==> src/rtl/bp_coh_wormhole_tx.sv <==
//==============================================================================
// Module   : bp_coh_wormhole_tx
// Brief    : Serialises a parallel coherence packet onto a ready-and wormhole link.
// Revision : 1.0 - initial release
//==============================================================================
`default_nettype none

module bp_coh_wormhole_tx #(
    parameter int flit_width_p = 64,
    parameter int cord_width_p = 8,
    parameter int len_width_p  = 4,
    parameter int max_flits_p  = 4
) (
    input  logic                                clk_i,
    input  logic                                async_reset_n_i,
    input  logic [max_flits_p*flit_width_p-1:0] pkt_i,
    input  logic                                pkt_v_i,
    output logic                                pkt_ready_and_o,
    output logic [flit_width_p-1:0]             link_data_o,
    output logic                                link_v_o,
    input  logic                                link_ready_and_i,
    output logic                                busy_o,
    output logic                                len_err_o
);

    localparam int c_cnt_w = (max_flits_p > 1) ? $clog2(max_flits_p) : 1;
    localparam logic [c_cnt_w-1:0] c_max_len = c_cnt_w'(max_flits_p - 1);

    typedef enum logic [0:0] {
        ST_IDLE = 1'b0,
        ST_SEND = 1'b1
    } state_t;

    state_t                                   r_state;
    state_t                                   w_state_nxt;
    logic [max_flits_p-1:0][flit_width_p-1:0] r_pkt;
    logic [c_cnt_w-1:0]                       r_len;
    logic [c_cnt_w-1:0]                       r_cnt;
    logic                                     r_len_err;
    logic [len_width_p-1:0]                   w_head_len;
    logic [c_cnt_w-1:0]                       w_head_len_clamped;
    logic                                     w_over;
    logic                                     w_last;
    logic                                     w_link_hs;
    logic                                     w_accept;

    assign w_head_len         = pkt_i[cord_width_p +: len_width_p];
    assign w_over             = 32'(w_head_len) > 32'(max_flits_p - 1);
    assign w_head_len_clamped = w_over ? c_max_len : c_cnt_w'(w_head_len);

    assign w_last      = (r_cnt == r_len);
    assign link_v_o    = (r_state == ST_SEND);
    assign link_data_o = r_pkt[r_cnt];
    assign w_link_hs   = link_v_o & link_ready_and_i;
    // A new packet may load in the same cycle the last flit leaves, so the
    // link never sees a bubble between packets.
    assign pkt_ready_and_o = (r_state == ST_IDLE) | (w_link_hs & w_last);
    assign w_accept        = pkt_v_i & pkt_ready_and_o;
    assign busy_o          = link_v_o;
    assign len_err_o       = r_len_err;

    always_comb begin
        w_state_nxt = r_state;
        case (r_state)
            ST_IDLE: if (w_accept) w_state_nxt = ST_SEND;
            ST_SEND: if (w_link_hs && w_last) w_state_nxt = w_accept ? ST_SEND : ST_IDLE;
            default: w_state_nxt = ST_IDLE;
        endcase
    end

    always_ff @(posedge clk_i or negedge async_reset_n_i) begin
        if (!async_reset_n_i) begin
            r_state   <= ST_IDLE;
            r_len     <= '0;
            r_cnt     <= '0;
            r_len_err <= 1'b0;
        end else begin
            r_state <= w_state_nxt;
            if (w_accept) begin
                r_len <= w_head_len_clamped;
                r_cnt <= '0;
                if (w_over) r_len_err <= 1'b1;
            end else if (w_link_hs && !w_last) begin
                r_cnt <= r_cnt + c_cnt_w'(1);
            end
        end
    end

    // Payload storage needs no reset: it is only observed while link_v_o is high.
    always_ff @(posedge clk_i) begin
        if (w_accept) r_pkt <= pkt_i;
    end

endmodule

`default_nettype wire
==> config.mk <==
export PLATFORM = sky130hd
export DESIGN_NAME = bp_coh_wormhole_tx
export DESIGN_NICKNAME = d
export VERILOG_FILES = /design/src/rtl/bp_coh_wormhole_tx.sv
export SDC_FILE = /design/constraint.sdc
export NUM_CORES = 1
export LEC_CHECK = 0
export CORE_MARGIN = 3
export CORE_UTILIZATION = 35
export CTS_CLUSTER_DIAMETER = 30
export DETAILED_ROUTE_END_ITERATION = 8
export PLACE_DENSITY = 0.67
export SETUP_SLACK_MARGIN = 0.15
export SLEW_MARGIN = 10
export SYNTH_ARGS = -nofsm -noshare
export SYNTH_HDL_FRONTEND = slang
export SYNTH_SLANG_ARGS = --single-unit
==> constraint.sdc <==
create_clock -name clk_i -period 6.1 [get_ports clk_i]
set_clock_uncertainty 0.05 [all_clocks]
set_input_delay 0.915 -clock clk_i [delete_from_list [all_inputs] [get_ports clk_i]]
set_output_delay 0.915 -clock clk_i [all_outputs]
set_load 0.03 [all_outputs]
### Word-level counts from Yosys, hierarchy flattened

Cells that the tools add are included.

| operators by class | value |
|---|---|
| add/subtract/negate cells | 1 |
| $lt $le $gt $ge | 2 |
| equal/unequal tests | 1 |
| mux-type cells | 8 |
| bitwise operators | 5 |
| reductions and logical operators | 5 |

Operators with widths:

| kind | count |
|---|---|
| $bmux W64 S2 | 1 |
| $mux W64 | 1 |
| $mux W2 | 3 |
| $gt A4 B2 Y1 const B | 1 |
| $and A1 B1 Y1 | 3 |
| $lt A2 B3 Y1 const B | 1 |
| $add A2 B1 Y2 const B | 1 |
| $eq A2 B2 Y1 | 1 |
| $logic_and A1 B1 Y1 | 2 |
| $mux W1 | 2 |
| $pmux W1 S2 | 1 |
| $reduce_and A2 Y1 | 1 |
| $reduce_bool A2 Y1 | 1 |
| $logic_not A1 Y1 | 1 |
| $not A1 Y1 | 1 |
| $or A1 B1 Y1 | 1 |

| storage, ports and cells | value |
|---|---|
| bits in registers | 262 |
| input port bits | 260 |
| logic and storage cells | 30 |

### Longest topological paths before layout

Gate-level depths: netlist of run 1.

| logic depth | value |
|---|---|
| depth after elaboration | 7 |
| mapped depth | 6 |

### Worst setup path after synthesis of run 1

Ideal clock, no wire load.

| path | value |
|---|---|
| path kind | input to register |
| from | input port link_ready_and_i |
| to | register r_pkt[0] (netlist name), enable pin |
| library setup time | 0.605 ns |
| arrival time | 6.741 ns |
| required time | 5.445 ns |
| setup slack | -1.297 ns |
| stages | 4 |
| cell sequence | inv_1 > o31ai_2 > nand2_2 > inv_1 |

| between the ends | value |
|---|---|
| word-level cells in the longest chain between the ends | 4 |

Ends and longest elaborated chain:

| what | RTL line | source |
|---|---|---|
| from (decl) | 21 | `input logic link_ready_and_i,` |
| $and A1 B1 Y1 | 54 | `assign w_link_hs = link_v_o & link_ready_and_i;` |
| $and A1 B1 Y1 | 57 | `assign pkt_ready_and_o = (r_state == ST_IDLE) \| (w_link_hs & w_last);` |
| $or A1 B1 Y1 | 57 |  |
| named net pkt_ready_and_o | 18 | `output logic pkt_ready_and_o,` |
| $and A1 B1 Y1 | 58 | `assign w_accept = pkt_v_i & pkt_ready_and_o;` |
| named net w_accept | 45 | `logic w_accept;` |
| to (signal assigned) | 91 | `if (w_accept) r_pkt <= pkt_i;` |
| to (decl) | 36 | `logic [max_flits_p-1:0][flit_width_p-1:0] r_pkt;` |

The timed path passes the listed nets, and every way through them passes these cells.
A chain may end at the register's enable or synchronous reset.

### Worst setup path after layout of run 1

| path | value |
|---|---|
| from | register r_cnt[0] |
| to | output port link_data_o[60] |

| between the ends | value |
|---|---|
| word-level cells in the longest chain between the ends | 2 |

Ends and longest elaborated chain:

| what | RTL line | source |
|---|---|---|
| from (decl) | 38 | `logic [c_cnt_w-1:0] r_cnt;` |
| from (signal assigned) | 84 | `r_cnt <= r_cnt + c_cnt_w'(1);` |
| $bmux W64 S2 | 53 | `assign link_data_o = r_pkt[r_cnt];` |
| $mux W64 (implied by the code) | 53 |  |
| to (decl) | 19 | `output logic [flit_width_p-1:0] link_data_o,` |

Every way passes these cells. The select of a mux whose other input is x is not followed.

==> flow_metrics.py, run 1 <==
metrics = {
    "die": {
        "dieArea_um2": 29500,
        "initial_core_util_pct": 35.7,
        "die_h_um": 172,
        "num_rows": 60,
        "die-width_um": 172,
        "io_pins": 328,
        "core_area_um2": 27000,
    },
    "critical_path": {
        "cp-start-kind": "flip-flop",
        "cp-end-kind": "output port",
        "slowest_stage": "dfrtp_4",
        "critical_path.top_delay_family": "buffers and inverters",
        "cp_slowest_stage_delay_ns": 1.07,
        "worstSetupPathType": "flip-flop to output port",
        "cp_data_required_time_ns": 5.13,
        "crit_chain": "buf_4 -> mux4_2 -> clkdlybuf4s50_1",
        "crit_fanout": 49,
        "cp_num_buf_inv": 2,
        "cp_data_arrival_time_ns": 3.35,
    },
    "cells_and_area": {
        "multi_input_area_um2": 1640,
        "final_cell_mix": "clkdlybuf4s50_1, edfxtp_1, mux4_2",
        "area_growth_pct": 57.4,
        "ff_latch_area_um2": 7850,
        "fin_nets": 1008,
        "final_common_cell": "clkdlybuf4s50_1",
        "drive_gt1_share_pct": 21.5,
        "num_antenna_cells": 0,
        "fillers": 2038,
    },
    "grt": {
        "grt_pass1_wl_mm": 34.1,
        "grt_max_degree": 167,
        "antenna_found_initial": 0,
        "grt_pass1_vias": 6165,
        "gr-usage-all-layers_pct": 15.2,
        "overflow": 0,
    },
    "sta": {
        "grt_setup_unrepaired": "no",
        "setup_viol": 0,
        "tightest_slew_ns": 1.06,
        "min_period_ns": 4.32,
        "setup_ws_ns": 1.78,
        "fmax_ghz": 0.232,
        "tns_ns": 0,
        "final_max_slew_viol_count": 0,
        "relSlewSlack_pct": 29.1,
        "finalHoldViolations": 0,
        "min_period_over_period_pct": 70.8,
    },
    "logic_synthesis": {
        "ys_ff_latch": 262,
        "synth_warnings": 0,
        "synth_area_per_cell_um2": 25.7,
        "ys_types": 33,
        "syn_nets": 634,
        "synth_area_leaders": "edfxtp_1, mux4_2, dfrtp_1, buf_6, buf_2",
        "yosysSeqAreaShare_pct": 81.5,
        "netlist_instances": 374,
        "synth_top_area_cell": "edfxtp_1",
        "synthesis.area_um2": 9610,
        "synth_top_area_share_pct": 80.0,
    },
    "routing": {
        "antenna_left": 0,
        "drcViolationCount": 0,
        "drt-wirelength-per-cell_um": 20.5,
        "drtPass1Iterations": 6,
        "vias": 5442,
        "viasPerCell": 4.79,
        "first_iter_violations": 236,
        "routed_wl_mm": 23.3,
    },
    "power": {
        "powerDensity_nw_per_um2": 514,
        "power.leakage_uw": 0.00507,
        "finalPower_uw": 7770,
        "vdd_drop_max_v": 0.000386,
    },
    "place": {
        "place_congestion": 0.768,
        "hpwl_mm": 15.6,
        "post-place-ws_ns": 2.21,
        "portBuffers": 327,
    },
    "cts": {
        "holdBufCountCts": 0,
        "htreeDepth": 2,
        "cts_tree": "yes",
        "cts_root_buf": "clkbuf_16",
        "clock_latency_ns": 0.53,
        "cts_setup_buffers": 0,
        "cts_buffers": 59,
        "cts.sinks": 262,
        "cts.path.max_buffers": 3,
        "cts_resized": 0,
        "clkTransAtPathRegs_ns": 0.04,
    },
    "worst_hold_path": {
        "hold_class": "flip-flop to flip-flop",
    },
    "run": {
        "drv_cap": 0,
    },
    "outcome": {
        "status": "complete, no violations",
    },
}
synth_stat cells:
cell and number:
a31oi_1 1, xor2_1 1, o31ai_2 1, a211oi_1 1, nor3_1 2, nand2b_1 1, inv_2 1, a21oi_1 2
mux4_2 64, edfxtp_1 256, o21ai_0 1, buf_6 5, xor2_2 1, and3_1 1, o211a_1 1, a211o_1 1
o31ai_1 2, nor2b_1 1, nand3b_1 1, buf_2 8, o211ai_1 1, nor2_1 2, or2_1 1, dfrtp_1 6
nand2_1 1, o21bai_2 1, o311ai_0 1, buf_4 2, nor4_1 1, nand2_2 1, clkbuf_1 2, inv_1 2
a22o_1 1
metrics by stage:
step | cell area (µm²) | instances | util, % | hold slack, ns
2_1_floorplan | 9620 | 374 | - | 0.465
3_3_place_gp | 13300 | 1028 | 49.2 | 0.406
3_5_place_dp | 13300 | 1028 | 49.2 | 0.418
4_1_cts | 15100 | 1137 | 56.1 | 0.432
5_1_grt | 15100 | 1137 | 56.1 | 0.451
6_report | 15100 | 1137 | 56.1 | 0.422
flip-flops by register name, indices dropped and copies added (netlist names):
signal	cells
len_err_o	1
r_len	2
r_cnt	2
r_pkt	256
busy_o	1
power by group:
part	switching (µW)	internal [µW]	total, µW
combinational	1130	1110	2240
sequential	279	2390	2670
clock	938	1930	2860
metal layers:
metal  share of wire, %  GRT usage [%]  vias up  wire length, µm
met5                  0              0        -                0
met4                2.6           5.53        0              613
met3                9.3           4.99       50             2160
met2                 51           25.8      279            11800
li1                   -              -     2391                -
met1                 37           18.1     2722             8740
cell type report:
class	count	share of cell area, %
clock inverters	44	2.21
multi-input cells	92	10.9
repair buffers	330	22.0
flip-flops and latches	262	51.9
well taps	341	2.82
clock buffers	65	10.2
inverters	3	0.0993
kinds of logic (layout without fill, tap and decap cells):
| kind of cell | count (synthesis) | in the layout | share of synthesized area (%) |
|---|---|---|---|
| xor gates and xnor gates | 2 | 2 | 0.260 |
| and+or+nand+nor | 12 | 12 | 0.690 |
| muxes | 64 | 64 | 15.0 |
| AOI/OAI and AO/OA | 14 | 14 | 1.16 |
| DFF | 262 | 262 | 81.5 |
| buffers and inverters | 20 | 442 | 1.35 |
final timing paths:
check,start,slack [ns],to,depth (start not counted)
min in group asynchronous,async_reset_n_i,0.58,busy_o,1
worst max-delay path,r_cnt[0],1.78,link_data_o[60],3
worst max register to register,r_cnt[1],2.82,r_pkt[226],5
worst min register to register,len_err_o,0.42,len_err_o,1
max in group asynchronous,async_reset_n_i,5.18,r_cnt[0],1
worst min-delay path,len_err_o,0.42,len_err_o,1
No activity file was read; power rests on OpenSTA's default activity.
==> run 2, diff against run 1 <==
==> constraint.sdc (replaced) <==
create_clock -name clk_i -period 3.85 [get_ports clk_i]
set_clock_uncertainty 0.05 [all_clocks]
set_input_delay 0.5775 -clock clk_i [delete_from_list [all_inputs] [get_ports clk_i]]
set_output_delay 0.5775 -clock clk_i [all_outputs]
set_load 0.03 [all_outputs]
==> flow_metrics.py, run 2 (same netlist as run 1, synthesis figures left out) <==
metrics = {
    "outcome": {
        "status": "complete, no violations",
    },
    "critical_path": {
        "worstSetupPathType": "flip-flop to output port",
        "cp-start-kind": "flip-flop",
        "crit_fanout": 55,
        "cp-end-kind": "output port",
        "cp_data_required_time_ns": 3.22,
        "cp_data_arrival_time_ns": 2.89,
    },
    "sta": {
        "setup_viol": 0,
        "tns_ns": 0,
        "min_period_ns": 3.51,
        "min_period_over_period_pct": 91.3,
        "tightest_slew_ns": 0.936,
        "grt_setup_unrepaired": "no",
        "relSlewSlack_pct": 37.6,
        "hold_ws_ns": 0.242,
        "fmax_ghz": 0.285,
        "final_max_slew_viol_count": 0,
        "finalHoldViolations": 0,
    },
    "die": {
        "die_h_um": 172,
        "io_pins": 328,
        "initial_core_util_pct": 35.7,
        "core_area_um2": 27000,
        "num_rows": 60,
        "dieArea_um2": 29500,
        "die-width_um": 172,
    },
    "grt": {
        "grt_pass1_wl_mm": 33.7,
        "grt_max_degree": 90,
        "antenna_found_initial": 0,
        "grt_pass1_vias": 6052,
        "overflow": 0,
        "gr-usage-all-layers_pct": 15.1,
    },
    "cts": {
        "clkTransAtPathRegs_ns": 0.05,
        "cts.sinks": 262,
        "cts_root_buf": "clkbuf_16",
        "clock_latency_ns": 0.53,
        "htreeDepth": 2,
        "cts_setup_buffers": 0,
        "cts_tree": "yes",
        "cts_buffers": 56,
        "holdBufCountCts": 0,
        "cts.path.max_buffers": 3,
        "cts_resized": 0,
    },
    "cells_and_area": {
        "num_antenna_cells": 0,
        "regMostFlops": "r_pkt",
        "drive_gt1_share_pct": 21.8,
        "area_growth_pct": 59.7,
        "fin_nets": 1011,
        "largest_register_ffs": 256,
        "fillers": 1967,
        "utilization_pct": 57.0,
        "reg.largest.list": "r_pkt (256), r_cnt (2), r_len (2)",
        "final_common_cell": "clkdlybuf4s50_1",
        "final_cell_mix": "clkdlybuf4s50_1, edfxtp_1, mux4_2",
    },
    "routing": {
        "routed_wl_mm": 23.2,
        "drtPass1Iterations": 4,
        "first_iter_violations": 294,
        "drcViolationCount": 0,
        "antenna_left": 0,
        "viasPerCell": 4.70,
        "vias": 5357,
        "drt-wirelength-per-cell_um": 20.4,
    },
    "power": {
        "vdd_drop_max_v": 0.000488,
        "power.leakage_uw": 0.00516,
        "powerDensity_nw_per_um2": 832,
    },
    "place": {
        "hpwl_mm": 16.1,
        "portBuffers": 327,
        "place_congestion": 0.802,
    },
    "worst_hold_path": {
        "hold_class": "input port to async pin",
    },
    "run": {
        "drv_cap": 0,
    },
}
[run 2: changes by cell type in the layout (fill, tap and decap cells not counted), sizes merged]
cell	change
buf	+6
bufinv	+8
clkbuf	-2
clkinv	-7
clkinvlp	-3
[run 2: path summary, 6_finish.rpt]
kind                       slack [ns]  depth (start not counted)              end       startpoint
setup / recovery                 0.34                          3  link_data_o[34]         r_cnt[1]
hold reg to reg                  0.42                          1        len_err_o        len_err_o
max in group asynchronous        3.26                          1         r_cnt[1]  async_reset_n_i
setup reg to reg                 0.94                          5        r_pkt[35]         r_cnt[1]
min in group clk_i               0.42                          1        len_err_o        len_err_o
hold / removal                   0.24                          1        len_err_o  async_reset_n_i
[run 2: worst max-delay path, cell delays in order, from the launching register on]
cell	delay, ns
dfrtp_4	0.98
buf_4	0.33
mux4_2	0.31
clkdlybuf4s50_1	0.64
[run 2: routing by layer]
metal | track usage, % | vias up | part of all wire (%)
met4 | 4.65 | 0 | 1.8
met5 | 0 | - | 0
met3 | 6.37 | 34 | 11
li1 | - | 2392 | -
met2 | 25.5 | 272 | 50
met1 | 17.8 | 2659 | 37
[run 2: area by class of cell]
cell class / instances / area, µm² / share of cell area (%)
Sequential cell: 262 / 7850 / 51.1
Timing Repair Buffer: 336 / 3390 / 22.1
Multi-Input combinational cell: 92 / 1680 / 11.0
Clock buffer: 63 / 1470 / 9.58
Clock inverter: 42 / 517 / 3.37
Tap cell: 341 / 427 / 2.78
Inverter: 3 / 18.8 / 0.122
[run 2: metrics by stage]
| step | area, µm² | power [µW] | setup slack [ns] | instances |
|---|---|---|---|---|
| 2_1_floorplan | 9660 | 6500 | -1.39 | 374 |
| 3_5_place_dp | 13400 | 7970 | 0.807 | 1034 |
| 6_report | 15400 | 12800 | 0.336 | 1139 |
| 4_1_cts | 15400 | 13000 | 0.237 | 1139 |
| 5_1_grt | 15400 | 13300 | 0.161 | 1139 |
| 3_3_place_gp | 13400 | 7900 | 0.859 | 1034 |
[run 2: report_power, final]
part | leakage [µW] | internal, µW | switching (µW)
registers | 0.00239 | 3780 | 343
logic | 0.00181 | 1820 | 1920
clock network | 0.000952 | 3450 | 1450
total | 0.00516 | 9060 | 3710
